File: src/rtl/tqvp_reg_bus_arbiter_if.sv
`default_nettype none
// ============================================================================
// Module   : tqvp_reg_bus_arbiter_if
// Brief    : Requester A/B, peripheral register port and status bundle.
// Revision : 1.0 - initial release
// ============================================================================
interface tqvp_reg_bus_arbiter_if #(
    parameter int ADDR_W = 6
);
    logic              a_req;
    logic              a_we;
    logic [1:0]        a_txn;
    logic [ADDR_W-1:0] a_addr;
    logic [31:0]       a_wdata;
    logic              a_done;
    logic              a_err;
    logic [31:0]       a_rdata;

    logic              b_req;
    logic              b_we;
    logic [1:0]        b_txn;
    logic [ADDR_W-1:0] b_addr;
    logic [31:0]       b_wdata;
    logic              b_done;
    logic              b_err;
    logic [31:0]       b_rdata;

    logic [ADDR_W-1:0] p_address;
    logic [31:0]       p_data_in;
    logic [1:0]        p_data_write_n;
    logic [1:0]        p_data_read_n;
    logic [31:0]       p_data_out;
    logic              p_data_ready;

    logic              busy;
    logic              owner_b;

    // Arbiter side
    modport slave (
        input  a_req, a_we, a_txn, a_addr, a_wdata,
        input  b_req, b_we, b_txn, b_addr, b_wdata,
        input  p_data_out, p_data_ready,
        output a_done, a_err, a_rdata,
        output b_done, b_err, b_rdata,
        output p_address, p_data_in, p_data_write_n, p_data_read_n,
        output busy, owner_b
    );

    // Requesters and peripheral side
    modport master (
        output a_req, a_we, a_txn, a_addr, a_wdata,
        output b_req, b_we, b_txn, b_addr, b_wdata,
        output p_data_out, p_data_ready,
        input  a_done, a_err, a_rdata,
        input  b_done, b_err, b_rdata,
        input  p_address, p_data_in, p_data_write_n, p_data_read_n,
        input  busy, owner_b
    );
endinterface
`default_nettype wire

File: src/rtl/tqvp_reg_bus_arbiter.sv
`default_nettype none
// ============================================================================
// Module   : tqvp_reg_bus_arbiter
// Brief    : Round-robin share of one TinyQV peripheral register port between
//            requesters A and B, with width masking and read timeout.
// Revision : 1.0 - initial release
// ============================================================================
module tqvp_reg_bus_arbiter #(
    parameter int ADDR_W  = 6,
    parameter int TIMEOUT = 64
) (
    input  logic                  clk,
    input  logic                  rst_n,
    tqvp_reg_bus_arbiter_if.slave bus
);
    localparam int                 c_CNT_W       = (TIMEOUT > 1) ? $clog2(TIMEOUT) : 1;
    localparam logic [c_CNT_W-1:0] c_CNT_LAST    = c_CNT_W'((TIMEOUT > 0) ? TIMEOUT - 1 : 0);
    localparam logic [1:0]         c_STROBE_IDLE = 2'b11;
    localparam logic [1:0]         c_TXN_INVALID = 2'b11;

    typedef enum logic [1:0] {
        S_IDLE  = 2'd0,
        S_WRITE = 2'd1,
        S_READ  = 2'd2,
        S_DONE  = 2'd3
    } state_t;

    state_t              r_state;
    logic [1:0]          r_txn;
    logic [c_CNT_W-1:0]  r_cnt;
    logic                r_prio_b;
    logic                r_owner_b;
    logic                r_busy;
    logic [ADDR_W-1:0]   r_address;
    logic [31:0]         r_data_in;
    logic [1:0]          r_write_n;
    logic [1:0]          r_read_n;
    logic                r_a_done;
    logic                r_a_err;
    logic [31:0]         r_a_rdata;
    logic                r_b_done;
    logic                r_b_err;
    logic [31:0]         r_b_rdata;

    logic                w_any;
    logic                w_grant_b;
    logic                w_we;
    logic [1:0]          w_txn;
    logic [ADDR_W-1:0]   w_addr;
    logic [31:0]         w_wdata;
    logic [31:0]         w_masked;
    logic                w_timeout;
    logic                w_fin;
    logic                w_fin_b;
    logic                w_fin_err;
    logic [31:0]         w_fin_rdata;

    // When both request, the pointer names the port that lost last time.
    assign w_any     = bus.a_req | bus.b_req;
    assign w_grant_b = bus.b_req & (~bus.a_req | r_prio_b);
    assign w_we      = w_grant_b ? bus.b_we    : bus.a_we;
    assign w_txn     = w_grant_b ? bus.b_txn   : bus.a_txn;
    assign w_addr    = w_grant_b ? bus.b_addr  : bus.a_addr;
    assign w_wdata   = w_grant_b ? bus.b_wdata : bus.a_wdata;
    assign w_timeout = (TIMEOUT != 0) && (r_cnt == c_CNT_LAST);

    always_comb begin
        case (r_txn)
            2'b00:   w_masked = {24'd0, bus.p_data_out[7:0]};
            2'b01:   w_masked = {16'd0, bus.p_data_out[15:0]};
            default: w_masked = bus.p_data_out;
        endcase
    end

    // Completion decided this cycle; the pulse appears in the DONE cycle.
    always_comb begin
        w_fin       = 1'b0;
        w_fin_b     = r_owner_b;
        w_fin_err   = 1'b0;
        w_fin_rdata = 32'd0;
        case (r_state)
            S_IDLE: begin
                if (w_any && (w_txn == c_TXN_INVALID)) begin
                    w_fin     = 1'b1;
                    w_fin_b   = w_grant_b;
                    w_fin_err = 1'b1;
                end
            end
            S_WRITE: w_fin = 1'b1;
            S_READ: begin
                if (bus.p_data_ready) begin
                    w_fin       = 1'b1;
                    w_fin_rdata = w_masked;
                end else if (w_timeout) begin
                    w_fin     = 1'b1;
                    w_fin_err = 1'b1;
                end
            end
            default: ;
        endcase
    end

    always_ff @(posedge clk or negedge rst_n) begin
        if (!rst_n) begin
            r_state   <= S_IDLE;
            r_txn     <= 2'b00;
            r_cnt     <= '0;
            r_prio_b  <= 1'b0;
            r_owner_b <= 1'b0;
            r_busy    <= 1'b0;
            r_address <= '0;
            r_data_in <= 32'd0;
            r_write_n <= c_STROBE_IDLE;
            r_read_n  <= c_STROBE_IDLE;
            r_a_done  <= 1'b0;
            r_a_err   <= 1'b0;
            r_a_rdata <= 32'd0;
            r_b_done  <= 1'b0;
            r_b_err   <= 1'b0;
            r_b_rdata <= 32'd0;
        end else begin
            r_a_done <= w_fin & ~w_fin_b;
            r_b_done <= w_fin &  w_fin_b;
            r_a_err  <= w_fin & ~w_fin_b & w_fin_err;
            r_b_err  <= w_fin &  w_fin_b & w_fin_err;
            if (w_fin && !w_fin_b) begin
                r_a_rdata <= w_fin_rdata;
            end
            if (w_fin && w_fin_b) begin
                r_b_rdata <= w_fin_rdata;
            end

            case (r_state)
                S_IDLE: begin
                    if (w_any) begin
                        r_owner_b <= w_grant_b;
                        r_prio_b  <= ~w_grant_b;
                        r_txn     <= w_txn;
                        r_cnt     <= '0;
                        r_busy    <= 1'b1;
                        if (w_txn == c_TXN_INVALID) begin
                            r_state <= S_DONE;
                        end else begin
                            r_address <= w_addr;
                            r_data_in <= w_wdata;
                            if (w_we) begin
                                r_state   <= S_WRITE;
                                r_write_n <= w_txn;
                            end else begin
                                r_state  <= S_READ;
                                r_read_n <= w_txn;
                            end
                        end
                    end
                end
                S_WRITE: begin
                    r_write_n <= c_STROBE_IDLE;
                    r_state   <= S_DONE;
                end
                S_READ: begin
                    if (w_fin) begin
                        r_read_n <= c_STROBE_IDLE;
                        r_state  <= S_DONE;
                    end else begin
                        r_cnt <= r_cnt + 1'b1;
                    end
                end
                S_DONE: begin
                    r_busy  <= 1'b0;
                    r_state <= S_IDLE;
                end
                default: r_state <= S_IDLE;
            endcase
        end
    end

    assign bus.p_address      = r_address;
    assign bus.p_data_in      = r_data_in;
    assign bus.p_data_write_n = r_write_n;
    assign bus.p_data_read_n  = r_read_n;
    assign bus.a_done         = r_a_done;
    assign bus.a_err          = r_a_err;
    assign bus.a_rdata        = r_a_rdata;
    assign bus.b_done         = r_b_done;
    assign bus.b_err          = r_b_err;
    assign bus.b_rdata        = r_b_rdata;
    assign bus.busy           = r_busy;
    assign bus.owner_b        = r_owner_b;
endmodule
`default_nettype wire

File: src/flat_wrapper.sv
// flat-port wrapper written by rule: the top's interface ports become plain ports
module tqvp_reg_bus_arbiter_flat 
#(
    parameter int ADDR_W  = 6,
    parameter int TIMEOUT = 64
)
  (clk, rst_n, bus_a_req, bus_a_we, bus_a_txn, bus_a_addr, bus_a_wdata, bus_b_req, bus_b_we, bus_b_txn, bus_b_addr, bus_b_wdata, bus_p_data_out, bus_p_data_ready, bus_a_done, bus_a_err, bus_a_rdata, bus_b_done, bus_b_err, bus_b_rdata, bus_p_address, bus_p_data_in, bus_p_data_write_n, bus_p_data_read_n, bus_busy, bus_owner_b);
  tqvp_reg_bus_arbiter_if #(.ADDR_W(ADDR_W)) bus_i ();
  input  logic clk;
  input  logic rst_n;
  input wire logic [$bits(bus_i.a_req)-1:0] bus_a_req;
  input wire logic [$bits(bus_i.a_we)-1:0] bus_a_we;
  input wire logic [$bits(bus_i.a_txn)-1:0] bus_a_txn;
  input wire logic [$bits(bus_i.a_addr)-1:0] bus_a_addr;
  input wire logic [$bits(bus_i.a_wdata)-1:0] bus_a_wdata;
  input wire logic [$bits(bus_i.b_req)-1:0] bus_b_req;
  input wire logic [$bits(bus_i.b_we)-1:0] bus_b_we;
  input wire logic [$bits(bus_i.b_txn)-1:0] bus_b_txn;
  input wire logic [$bits(bus_i.b_addr)-1:0] bus_b_addr;
  input wire logic [$bits(bus_i.b_wdata)-1:0] bus_b_wdata;
  input wire logic [$bits(bus_i.p_data_out)-1:0] bus_p_data_out;
  input wire logic [$bits(bus_i.p_data_ready)-1:0] bus_p_data_ready;
  output wire logic [$bits(bus_i.a_done)-1:0] bus_a_done;
  output wire logic [$bits(bus_i.a_err)-1:0] bus_a_err;
  output wire logic [$bits(bus_i.a_rdata)-1:0] bus_a_rdata;
  output wire logic [$bits(bus_i.b_done)-1:0] bus_b_done;
  output wire logic [$bits(bus_i.b_err)-1:0] bus_b_err;
  output wire logic [$bits(bus_i.b_rdata)-1:0] bus_b_rdata;
  output wire logic [$bits(bus_i.p_address)-1:0] bus_p_address;
  output wire logic [$bits(bus_i.p_data_in)-1:0] bus_p_data_in;
  output wire logic [$bits(bus_i.p_data_write_n)-1:0] bus_p_data_write_n;
  output wire logic [$bits(bus_i.p_data_read_n)-1:0] bus_p_data_read_n;
  output wire logic [$bits(bus_i.busy)-1:0] bus_busy;
  output wire logic [$bits(bus_i.owner_b)-1:0] bus_owner_b;
  assign bus_i.a_req = bus_a_req;
  assign bus_i.a_we = bus_a_we;
  assign bus_i.a_txn = bus_a_txn;
  assign bus_i.a_addr = bus_a_addr;
  assign bus_i.a_wdata = bus_a_wdata;
  assign bus_i.b_req = bus_b_req;
  assign bus_i.b_we = bus_b_we;
  assign bus_i.b_txn = bus_b_txn;
  assign bus_i.b_addr = bus_b_addr;
  assign bus_i.b_wdata = bus_b_wdata;
  assign bus_i.p_data_out = bus_p_data_out;
  assign bus_i.p_data_ready = bus_p_data_ready;
  assign bus_a_done = bus_i.a_done;
  assign bus_a_err = bus_i.a_err;
  assign bus_a_rdata = bus_i.a_rdata;
  assign bus_b_done = bus_i.b_done;
  assign bus_b_err = bus_i.b_err;
  assign bus_b_rdata = bus_i.b_rdata;
  assign bus_p_address = bus_i.p_address;
  assign bus_p_data_in = bus_i.p_data_in;
  assign bus_p_data_write_n = bus_i.p_data_write_n;
  assign bus_p_data_read_n = bus_i.p_data_read_n;
  assign bus_busy = bus_i.busy;
  assign bus_owner_b = bus_i.owner_b;
  tqvp_reg_bus_arbiter #(.ADDR_W(ADDR_W), .TIMEOUT(TIMEOUT)) u_core (.clk(clk), .rst_n(rst_n), .bus(bus_i));
endmodule
File: config.mk
export PLATFORM = sky130hd
export DESIGN_NAME = tqvp_reg_bus_arbiter_flat
export DESIGN_NICKNAME = d
export VERILOG_FILES = /design/src/rtl/tqvp_reg_bus_arbiter_if.sv /design/src/rtl/tqvp_reg_bus_arbiter.sv /design/src/flat_wrapper.sv
export SDC_FILE = /design/constraint.sdc
export NUM_CORES = 1
export LEC_CHECK = 0
export CORE_MARGIN = 2
export CORE_UTILIZATION = 34
export CTS_CLUSTER_DIAMETER = 30
export CTS_CLUSTER_SIZE = 25
export DETAILED_ROUTE_END_ITERATION = 10
export PLACE_DENSITY = 0.66
export SLEW_MARGIN = 20
export SYNTH_ARGS = -nofsm -noshare
export SYNTH_HDL_FRONTEND = slang
export SYNTH_SLANG_ARGS = --single-unit
export TNS_END_PERCENT = 50
File: constraint.sdc
create_clock -name clk -period 3.2 [get_ports clk]
set_clock_uncertainty 0.15 [all_clocks]
set_input_delay 0.32 -clock clk [delete_from_list [all_inputs] [get_ports clk]]
set_output_delay 0.32 -clock clk [all_outputs]
set_load 0.02 [all_outputs]
==> summary by stage, run 1 <==
Routing
The detail route stage leaves a number of antenna-violating nets equal to 0. The total via count after detailed routing is 4727. After detailed routing, the average wire length per cell comes to approximately 16 µm.

The total iterations of the first detailed-routing run is 4. The first routing iteration left approximately 190 violations. The remaining routing DRC violations is 0. After detailed routing, the number of vias per cell comes to approximately 4.9. After detailed routing, the total wire length is approximately 16000 µm.

Clock tree
The number of clock sinks is between 100 and 150. The CTS tree is yes. The number of clock buffers inserted by TritonCTS is 17.

The H-tree was split into 4 levels. After clock tree synthesis, the setup repair step added 0 buffers. The post-cts sizing count is 0. The tree is rooted in a sky130_fd_sc_hd__clkbuf_16. The clock insertion delay at the later pin of the skew report is 420 ps. In this run the deepest clock path goes through 2 buffers. Clock-pin slew was measured on the worst setup and hold paths at approximately 60 ps.

Synthesis
The unique cell type count in the Yosys netlist is 48. The warning count from the yosys run is 0. Counting flops with an async set or reset pin after synthesis yields a share of between 90% and 100%.

The proportion of synthesized chip area in sequential cells is ~55%. The most used flip-flop cell after synthesis is sky130_fd_sc_hd__dfrtp_1. Counting every instance in the synthesized netlist gives roughly 500. The number of synthesized flops with an enable pin is 0.

Averaged over all synthesized cells, the footprint is 10.9 µm². The cell area that synthesis handed to floorplanning was between 0.005 and 0.006 mm². Counting every net in the synthesized netlist gives ~640.

The flip-flop and latch count after synthesis is around 120.

Worst setup path
Setup slack on the worst reg-to-reg path comes out at roughly 440 ps. The required arrival time at the worst endpoint is approximately 3400 ps. The number of buffer and inverter instances along the worst setup path is 2. The worst-case reg-to-reg path depth is 9. The kind of end point of the critical path is a flop. Among all stages on the critical path, the largest delay is contributed by sky130_fd_sc_hd__dfrtp_1. The dominant delay contributor by cell family on the critical path is compound AO/OA/AOI/OAI gates. The endpoint of the most critical register-to-register path is u_core.bus.b_rdata[18]$_DFFE_PN0P_. For this run, the slowest stage of the critical path takes between 400 and 500 ps. The worst register-to-register path begins at u_core.r_state[0]$_DFFE_PN0P_. The critical path class is reg -> reg. In this run the worst path has a maximum fanout of 33. Data arrives at the worst endpoint at slightly below 3000 ps. The worst setup path is launched from a flop. Traced cell by cell, the critical path runs through inv_1 > ha_1 > and2_1 > a21oi_1 > a21oi_2 > o211ai_1 > o31ai_4 > buf_12 > mux2_2.

Floorplan
The die is roughly 130 µm wide. The starting utilization of the core area is approximately a third. The floorplan step set the die height to about 130 µm. In this run the count of I/O pins placed on the die edge is between 200 and 250. The row count is 46.

The core region is between 0.015 and 0.02 mm². The total die area is between 0.015 and 0.02 mm².

GRT
The global-route usage over all layers is between 10% and 20%. The total overflow left after global routing is 0. The number of antenna violations at the first check in global routing is 0.

The first global-routing pass estimated approximately 26000 µm of wire. Entering global routing, the biggest net connects 77 pins. The via count of the first global-routing pass is 4969.

Finish
The number of diodes is 0. The fraction of layout cells with a size suffix above 1 is between 10% and 20%. The post-synthesis to final-layout area growth is 57.5%.

The end-of-flow core utilization is between 50% and 60%. The net total in the final layout is slightly below 900.

Hold path
The path with the worst hold slack has its endpoint at u_core.bus.p_data_in[10]$_DFFE_PN0P_. The start point of the worst hold path is bus_b_wdata[10]. The hold path depth is 3.

The class of the tightest hold or removal check is in -> reg.

Timing
The final setup violation count is 0. The shortest period the worst path allows is 2760 ps. The total negative slack for setup checks is 0 ps.

The actual slew at the worst max-slew pin is ~810 ps. Setup repair after global routing left no endpoint under its margin. The max-slew violation count is 0.

The post-layout worst setup margin is between 400 and 500 ps. The relative slew slack is between 40% and 50%. The timing-limited maximum frequency is ~360 MHz.

Dividing the final minimum period by the clock period gives a little under nine tenths. The final hold violation count is 0.

Power and ir drop
In this run the static leakage power is about 4 nW. Across the VDD grid, the largest voltage drop is approximately 0.44 mV. Dividing total power by cell area gives a power density of about 920 mW/mm².

Status
The flow ran to the end, and the final reports show no timing, DRC or antenna violations.

Placement
The count of buffers added on input and output ports is 230. Timing analysis after detailed placement gives a worst setup slack of roughly 380 ps. The post-detailed-placement half-perimeter wirelength is between 10000 and 15000 µm.

The weighted congestion at the end of routability-driven global placement is roughly 0.83.

Job
Max-cap violations in this run came to 0.
layout make-up:
class,count,area [µm²]
fill,1409,7180
sequential,123,3080
timing repair buffer,242,2440
multi-input combinational,350,2320
clock buffer,19,453
tap,216,270
clock inverter,13,166
inverter,8,30.0
metal layers:
| layer | part of all wire (%) | global-route usage (%) | vias up |
|---|---|---|---|
| met2 | 47 | 30.6 | 220 |
| li1 | - | - | 2245 |
| met1 | 41 | 22.2 | 2241 |
| met4 | 1.6 | 6.58 | 0 |
| met5 | 0 | 0 | - |
| met3 | 9.9 | 7.88 | 21 |
registers in the layout (all words and copies together) (netlist names), 2 cells and up:
register and flops:
u_core.bus.p_address 6, u_core.bus.b_rdata 32, u_core.r_cnt 6, u_core.bus.p_data_in 32, u_core.bus.a_rdata 32, u_core.bus.p_data_read_n 2
u_core.r_state 2, u_core.bus.p_data_write_n 2, u_core.r_txn 2
worst max-delay path by stage:
stage | startpoint | endpoint | slack [ps] | depth (start not counted)
CTS | u_core.r_state[0]$_DFFE_PN0P_ | u_core.bus.b_rdata[18]$_DFFE_PN0P_ | 430 | 9
global placement | bus_a_req | u_core.bus.b_rdata[16]$_DFFE_PN0P_ | 440 | 8
floorplan | u_core.r_state[0]$_DFFE_PN0P_ | u_core.bus.b_rdata[0]$_DFFE_PN0P_ | 750 | 10
detailed placement | bus_a_req | u_core.bus.b_rdata[18]$_DFFE_PN0P_ | 380 | 8
finish | u_core.r_state[0]$_DFFE_PN0P_ | u_core.bus.b_rdata[18]$_DFFE_PN0P_ | 440 | 9
global route | u_core.r_state[0]$_DFFE_PN0P_ | u_core.bus.b_rdata[17]$_DFFE_PN0P_ | 300 | 9
repair_timing:
action | 4_1_cts | 5_1_grt
hold endpoints to repair | 61 | 0
hold buffers | 1 | 0
setup endpoints to repair | 0 | 0
kinds of logic after synthesis:
| group | share of synthesized area (%) |
|---|---|
| muxes | 14.1 |
| adders and majority gates | 1.35 |
| buffers and inverters | 3.15 |
| and+or+nand+nor | 15.4 |
| AOI/OAI and AO/OA | 10.5 |
| DFF | 55.4 |
cells in the final DEF (no fill, tap or decap), types with 3 or more instances in the layout:
cell,n
sky130_fd_sc_hd__ha_1,6
sky130_fd_sc_hd__dfstp_2,4
sky130_fd_sc_hd__inv_1,8
sky130_fd_sc_hd__clkdlybuf4s50_1,229
sky130_fd_sc_hd__buf_4,8
sky130_fd_sc_hd__and2_1,26
sky130_fd_sc_hd__clkinvlp_4,3
sky130_fd_sc_hd__bufinv_16,3
sky130_fd_sc_hd__clkinv_4,3
sky130_fd_sc_hd__mux2i_1,3
sky130_fd_sc_hd__mux2_2,30
sky130_fd_sc_hd__a21oi_1,10
sky130_fd_sc_hd__buf_12,4
sky130_fd_sc_hd__clkbuf_16,17
sky130_fd_sc_hd__o21ai_0,4
sky130_fd_sc_hd__a31oi_1,43
sky130_fd_sc_hd__o211ai_1,3
sky130_fd_sc_hd__mux2_1,37
sky130_fd_sc_hd__nor2_1,50
sky130_fd_sc_hd__and3_1,12
sky130_fd_sc_hd__nand2_1,90
sky130_fd_sc_hd__dfrtp_1,119
cells in the mapped netlist (2+ instances only):
| cell type | instances | share of area (%) |
|---|---|---|
| sky130_fd_sc_hd__dfrtp_1 | 119 | 54 |
| sky130_fd_sc_hd__nand2_1 | 90 | 6.1 |
| sky130_fd_sc_hd__nor2_1 | 50 | 3.4 |
| sky130_fd_sc_hd__a31oi_1 | 43 | 4.8 |
| sky130_fd_sc_hd__mux2_1 | 37 | 7.5 |
| sky130_fd_sc_hd__mux2_2 | 30 | 6.1 |
| sky130_fd_sc_hd__and2_1 | 26 | 2.9 |
| sky130_fd_sc_hd__clkbuf_1 | 17 | 1.1 |
| sky130_fd_sc_hd__and3_1 | 12 | 1.3 |
| sky130_fd_sc_hd__a21oi_1 | 10 | 0.90 |
| sky130_fd_sc_hd__buf_2 | 8 | 0.72 |
| sky130_fd_sc_hd__inv_1 | 8 | 0.54 |
| sky130_fd_sc_hd__ha_1 | 6 | 1.3 |
| sky130_fd_sc_hd__buf_4 | 5 | 0.67 |
| sky130_fd_sc_hd__dfstp_2 | 4 | 1.9 |
| sky130_fd_sc_hd__o21ai_0 | 4 | 0.36 |
| sky130_fd_sc_hd__mux2i_1 | 3 | 0.54 |
| sky130_fd_sc_hd__o211ai_1 | 3 | 0.40 |
| sky130_fd_sc_hd__a211oi_1 | 2 | 0.27 |
| sky130_fd_sc_hd__a21oi_2 | 2 | 0.31 |
| sky130_fd_sc_hd__a2bb2oi_1 | 2 | 0.31 |
| sky130_fd_sc_hd__nand4_1 | 2 | 0.22 |
| sky130_fd_sc_hd__nor3_1 | 2 | 0.18 |
| sky130_fd_sc_hd__o21ai_1 | 2 | 0.18 |
| sky130_fd_sc_hd__or4_1 | 2 | 0.27 |
metrics by stage:
step                      total power [mW]  instances  area [µm²]  hold slack [ps]
after floorplan                       4.42        512        5560             -126
after CTS                             8.16        971        8760              284
after global routing                  8.54        971        8760              304
after detailed placement              6.13        938        8130              319
after global placement                6.03        938        8130              301
final                                 8.06        971        8760              305
where the power goes:
group          leakage [nW]  internal [mW]  switching (mW)  total (mW)
logic                  2.05           1.72            1.89        3.61
registers              1.57           2.14           0.322        2.46
clock network         0.296           1.27           0.721        1.99
total                  3.92           5.13            2.93        8.06
worst reg2reg max path, delay by kind of cell, from the launching register on:
family | cells | cell delay, ps
buf+inv | 2 | 370
fa+ha+maj | 1 | 410
compound gates | 4 | 680
flops | 1 | 420
simple gates | 1 | 240
mux | 1 | 390
No activity file was read; power rests on OpenSTA's default activity.
==> run 2, diff against run 1 <==
Settings changed: CAP_MARGIN set to 20.
==> results of run 2 <==
Same layout as run 1: the final DEF is identical, and so are final timing and power.
